`src/rtl/prim_reg_slice.sv`:
```
// Two-entry valid/ready register slice (skid buffer).
// Registers both the forward path (valid/data) and the backward path
// (ready) so that neither side sees a combinational path through the
// slice. Full throughput is preserved because the skid entry absorbs
// the one beat that arrives while the consumer stalls, before the
// registered ready reaches the producer.

module prim_reg_slice #(
  parameter int unsigned      Width      = 32,
  parameter logic [Width-1:0] ResetValue = '0
) (
  input  logic             clk_i,
  input  logic             rst_i,
  input  logic             flush_i,
  input  logic             valid_i,
  output logic             ready_o,
  input  logic [Width-1:0] data_i,
  output logic             valid_o,
  input  logic             ready_i,
  output logic [Width-1:0] data_o
);

  // Occupancy: how many of the two registers hold live entries.
  typedef enum logic [1:0] {
    StEmpty = 2'd0,
    StOne   = 2'd1,
    StTwo   = 2'd2
  } state_e;

  state_e           state_q;
  logic [Width-1:0] main_q;
  logic [Width-1:0] skid_q;

  logic inXfer;
  logic outXfer;

  // Handshake outputs are decoded from the state register only, so no
  // input reaches an output combinationally.
  assign valid_o = (state_q != StEmpty);
  assign ready_o = (state_q != StTwo);
  assign data_o  = main_q;

  assign inXfer  = valid_i & ready_o;
  assign outXfer = valid_o & ready_i;

  // Occupancy FSM together with the main and skid data registers.
  // Flush only empties the state; register contents are left alone so
  // data_o keeps showing the last value.
  always_ff @(posedge clk_i) begin
    if (rst_i) begin
      state_q <= StEmpty;
      main_q  <= ResetValue;
      skid_q  <= ResetValue;
    end else if (flush_i) begin
      state_q <= StEmpty;
    end else begin
      case (state_q)
        StEmpty: begin
          if (inXfer) begin
            main_q  <= data_i;
            state_q <= StOne;
          end
        end
        StOne: begin
          if (inXfer && outXfer) begin
            main_q <= data_i;
          end else if (inXfer) begin
            skid_q  <= data_i;
            state_q <= StTwo;
          end else if (outXfer) begin
            state_q <= StEmpty;
          end
        end
        StTwo: begin
          if (outXfer) begin
            main_q  <= skid_q;
            state_q <= StOne;
          end
        end
        default: begin
          state_q <= StEmpty;
        end
      endcase
    end
  end

  // A presented beat must stay presented until the consumer takes it.
  validHoldA : assert property (
    @(posedge clk_i) disable iff (rst_i)
    (valid_o && !ready_i && !flush_i) |=> valid_o
  );

  // Presented data must never be X.
  dataKnownA : assert property (
    @(posedge clk_i) disable iff (rst_i)
    valid_o |-> !$isunknown(data_o)
  );

endmodule

```
`config.mk`:
```
export PLATFORM = sky130hd
export DESIGN_NAME = prim_reg_slice
export DESIGN_NICKNAME = d
export VERILOG_FILES = /design/src/rtl/prim_reg_slice.sv
export SDC_FILE = /design/constraint.sdc
export NUM_CORES = 1
export LEC_CHECK = 0
export CAP_MARGIN = 20
export CELL_PAD_IN_SITES_DETAIL_PLACEMENT = 0
export CELL_PAD_IN_SITES_GLOBAL_PLACEMENT = 1
export CORE_AREA = 2 2 97 99
export CTS_CLUSTER_DIAMETER = 40
export CTS_CLUSTER_SIZE = 28
export DETAILED_ROUTE_END_ITERATION = 8
export DIE_AREA = 0 0 99 101
export PLACE_DENSITY_LB_ADDON = 0.1
export SYNTH_ARGS = -nofsm -noshare
export SYNTH_HDL_FRONTEND = slang
export SYNTH_SLANG_ARGS = --single-unit
```
`constraint.sdc`:
```
create_clock -name clk_i -period 1.6 [get_ports clk_i]
set_clock_uncertainty 0.2 [all_clocks]
set_input_delay 0.16 -clock clk_i [delete_from_list [all_inputs] [get_ports clk_i]]
set_output_delay 0.16 -clock clk_i [all_outputs]
set_load 0.05 [all_outputs]
```
---- Yosys cells after proc, flatten, opt, wreduce, memory -nomap -nowiden ----
Cells that the tools add are included.
word-level totals
  output and inout port bits .............. 34
  word-level logic and storage cells ...... 33
  register bits ........................... 66
  input port bits ......................... 37
cells by class
  reduce and logical (&&, ||, !) cells .... 8
  multiplexer cells ....................... 10
  bitwise operators ....................... 4
  equality and inequality tests ........... 8
operator list
  cell                                           count
  two-way mux 32 bit                             3
  case mux 32 bit (3 select lines)               1
  two-way mux 2 bit                              5
  != test 2 bit, second input constant           5
  AND reduction 4 bit                            2
  case mux 2 bit (3 select lines)                1
  AND reduction 5 bit                            1
  != test 3 bit, second input constant           1
  nonzero test 3 bit                             1
  bitwise AND 1 bit                              2
  == test 2 x 1 -> 1 bit, second input constant  1
  == test 2 bit, second input constant           1
  logical NOT 2 bit                              1
  inverter 1 bit                                 2
  nonzero test 2 bit                             1
  OR reduction 2 bit                             1
  logical AND 1 bit                              1

---- Longest topological paths before layout ----
  word-level depth ........................ 6
  depth in mapped cells ................... 6
  depth with buffers taken out ............ 4

---- Worst setup path before layout ----
Ideal clock, no wire load.
  path kind ............................... reg2reg
  start ................................... reg state_q[0]
  end ..................................... reg main_q[0], in the netlist data_o[0]
  setup time .............................. 70 ps
  slack ................................... -14 ps
  cell stages (with the launch flop) ...... 7
  arrival ................................. 1343 ps
  period minus slack after synthesis ...... 1614 ps
  cells stage by stage .................... dfxtp_1 > nand2b_1 > buf_4 > buf_6 > mux2i_1 > or3_1 > a21oi_1
on the way
  word-level cells in the longest chain between the ends .. 5
  elaborated cells between the ends (all ways) .. 14
  classes of those cells .................. eq/ne: 6; mux: 1; bitwise: 2; reduce/logical: 5
ends and longest elaborated chain
  what                             RTL line  source
  from (decl)                      30        state_e state_q;
  from (signal assigned)           51        state_q <= StEmpty;
  from (signal assigned)           55        state_q <= StEmpty;
  from (signal assigned)           61        state_q <= StOne;
  != test 2 bit *                  40        assign ready_o = (state_q != StTwo);
  named net ready_o                16        output logic ready_o,
  bitwise AND 1 bit *              43        assign inXfer = valid_i & ready_o;
  logical AND 1 bit                65        if (inXfer && outXfer) begin
  != test 2 bit (no line)          n/a
  AND reduction 5 bit (no line) *  n/a
  to (signal assigned)             52        main_q <= ResetValue;
  to (signal assigned)             66        main_q <= data_i;
  to (signal assigned)             76        main_q <= skid_q;
  to (decl)                        31        logic [Width-1:0] main_q;
The timed path passes the listed nets; every way through them passes the cells marked *.
A chain may end at the register's enable or synchronous reset.

---- Final worst setup path ----
  start ................................... reg state_q[1]
  end ..................................... reg skid_q[22]
on the way
  word-level cells in the longest chain between the ends .. 5
  elaborated cells between the ends (all ways) .. 8
  classes of those cells .................. eq/ne: 2; bitwise: 3; reduce/logical: 3
ends and longest elaborated chain
  what                                                        RTL line  source
  != test 2 bit / nonzero test 2 bit (equally long branches)  40, 39
  bitwise AND 1 bit (on tied branches)                        43, 44
  logical AND 1 bit                                           65
  inverter 1 bit (no line)                                    n/a
  AND reduction 4 bit (no line) *                             n/a
  to (signal assigned)                                        53        skid_q <= ResetValue;
  to (signal assigned)                                        68        skid_q <= data_i;
  to (decl)                                                   32        logic [Width-1:0] skid_q;
Every way passes the cells marked *; elsewhere a longest branch is shown, timed or not.

==> flow_metrics.py <==
metrics = {
    "outcome": {
        "outcome": "finished with violations",
        "violations": "setup timing",
    },
    "drt": {
        "wl_met2_um": 3820,
        "wirelength_um": 7920,
        "wirelength_met1_um": 3630,
        "drc": 0,
        "wl_per_cell_um": 14.7,
        "antenna_left": 0,
        "via_per_inst": 4.88,
        "drt_iter0_markers": 65,
        "firstDrtPassIters": 4,
        "vias": 2636,
        "route.top_layer_used": "met4",
        "route.met3.wl_um": 369,
    },
    "yosys": {
        "syn_inst": 337,
        "synth_common_cells": "dfxtp_1 (66), nand2_1 (66), a21oi_1 (65)",
        "syn_area_per_cell_um2": 8.38,
        "synth_edf_count": 0,
        "synth_cell_type_count": 21,
        "synth_area_leader_cell": "dfxtp_1",
        "synthFlopType": "dfxtp_1",
        "ys_seq_area_share_pct": 46.8,
        "syn-num-nets": 374,
        "yosys.area.top_type_share_pct": 46.8,
        "async_reset_ff_share_pct": 0,
        "netlist_area_mm2": 0.00283,
        "netlist_top_cells_area": "dfxtp_1 (47%), a21oi_1 (12%), mux2i_1 (11%)",
        "synth_seq_cells": 66,
        "yosys_warnings": 0,
    },
    "clocking": {
        "worstSkewPairLatency_ps": 340,
        "cts_sinks": 66,
        "max-clock-path-buffers": 2,
        "cts_hold_buffers": 0,
        "cts_tree": "done",
        "path_clk_slew_ps": 70,
        "h-tree-depth": 3,
        "cts_made_buffers": 9,
        "root_buffer": "clkbuf_8",
    },
    "finish": {
        "diodes": 0,
        "fin_util_pct": 48.7,
        "drive_above_1_share_pct": 29.4,
        "final_nets": 461,
        "areaGrowthSynthToFinish_pct": 54.7,
    },
    "pwr": {
        "ir_drop_uv": 505,
        "p_total_uw": 4130,
        "power.density_mw_per_mm2": 945,
        "p_leak_uw": 0.00180,
    },
    "floorplan": {
        "design.core.area_mm2": 0.00898,
        "initial_core_util_pct": 31.5,
        "dieHeight_um": 101,
        "dieArea_mm2": 0.0100,
        "die_width_um": 99,
        "ios": 71,
        "rows": 35,
    },
    "timing": {
        "relSlewSlack_pct": 65.2,
        "fin_hold_ws_ps": 84.4,
        "rsz0062_at_grt": "yes",
        "maxSlewViolCount": 0,
        "period_share_pct": 105,
        "worst_slew_pin_slew_ps": 522,
        "setup_viol": 53,
        "max_freq_mhz": 594,
        "period_minus_slack_ps": 1680,
        "worst_slack_ps": -84.2,
        "hold_violations": 0,
    },
    "grt": {
        "grt_max_degree": 42,
        "grt_antenna_before_repair": 0,
        "grt_pass1_vias": 2438,
        "gr-usage-all-layers_pct": 15.0,
        "grt_pass1_wl_um": 12000,
        "grt_remaining_overflow": 0,
    },
    "flow_run": {
        "max_cap_viol_count": 0,
    },
    "critical_path": {
        "criticalPathCategory": "reg -> reg",
        "crit_start": "state_q[1]$_SDFFE_PP0P_",
        "rr_startpoint": "state_q[1]$_SDFFE_PP0P_",
        "worstRegToRegCells": 7,
        "start_kind": "flop",
        "worstPathArrival_ps": 1760,
        "reg2reg_slack_ps": -80,
        "path_max_fanout": 7,
        "crit_end": "skid_q[22]$_SDFFE_PP0P_",
        "worstPathRequired_ps": 1680,
        "reg2reg_to": "skid_q[22]$_SDFFE_PP0P_",
        "end_kind": "flop",
    },
    "placement": {
        "place_congestion": 0.727,
        "dp_hpwl_um": 4720,
        "numPortBuffers": 70,
        "pre_cts_ws_ps": -366,
    },
    "hold_path": {
        "hold_class": "in -> reg",
    },
}
## worst max-delay path: stages, from the launching register on
cell	delay, ps
dfxtp_4	370
nand2b_1	160
buf_4	140
nor3_4	280
buf_4	170
buf_8	120
nand2_1	70
a21oi_2	110
## what timing repair did
item	4_1_cts	5_1_grt
pin swaps	0	9
cloned	0	4
buffers inserted	2	8
endpoints found under the setup margin	48	66
gates resized for setup	10	52
## area by class of cell
class                      instances  area [um2]
timing repair buffer             107        1150
clock buffer                      10         138
sequential                        66        1330
fill                             878        4610
clock inverter                     6         114
multi-input combinational        240        1510
tap                              111         139
## routing by layer
layer | vias up | track usage, %
met5 | - | 0
met2 | 55 | 24.8
met3 | 8 | 4.58
li1 | 1349 | -
met4 | 0 | 4.43
met1 | 1224 | 19.0
## power breakdown
| part | switching [uW] | leakage (uW) | internal (uW) |
|---|---|---|---|
| Clock | 685 | 0.000119 | 1080 |
| Sequential | 31.6 | 0.000537 | 1690 |
| Combinational | 351 | 0.00115 | 295 |
## through the flow
stage               TNS, ps  std cells  area, um2
detailed placement   -22010        511       3800
global placement     -21230        511       3800
CTS                   -1050        529       4100
floorplan                 0        337       2830
global route          -7390        540       4370
finish                -2590        540       4370
## kinds of logic (layout without fill, tap and decap cells)
family,Yosys count,count (layout),share of synthesized area (%)
compound gates,101,101,18.6
mux,32,32,11.3
buf+inv,31,123,5.18
simple gates,107,107,18.1
flops,66,66,46.8
## registers in the layout (all words and copies together), names as in the netlist
| signal | count |
|---|---|
| data_o | 32 |
| skid_q | 32 |
| state_q | 2 |
## layout by cell type, fill, tap and decap left out, types with 3 or more instances in the layout
master,synthesis,routed
a21oi_2,0,17
bufinv_16,0,3
clkdlybuf4s50_1,0,34
dfxtp_1,66,64
or3_4,0,4
mux2i_1,32,32
buf_4,1,45
o21ai_0,26,21
buf_6,3,6
buf_12,0,14
clkbuf_8,0,10
nand2_1,66,65
buf_8,0,4
a21oi_1,65,48
or3_1,33,29
o21ai_1,6,5
o21ai_2,0,5
## worst min path at each step
stage	from	endpoint	cells past startpoint
6_report	rst_i	skid_q[18]$_SDFFE_PP0P_	2
5_1_grt	rst_i	skid_q[21]$_SDFFE_PP0P_	2
4_1_cts	rst_i	skid_q[24]$_SDFFE_PP0P_	2
3_5_place_dp	skid_q[9]$_SDFFE_PP0P_	skid_q[9]$_SDFFE_PP0P_	2
3_3_place_gp	skid_q[11]$_SDFFE_PP0P_	skid_q[11]$_SDFFE_PP0P_	2
2_1_floorplan	ready_i	state_q[1]$_SDFFE_PP0P_	1
Note: power is estimated with default switching activity, not from simulation.
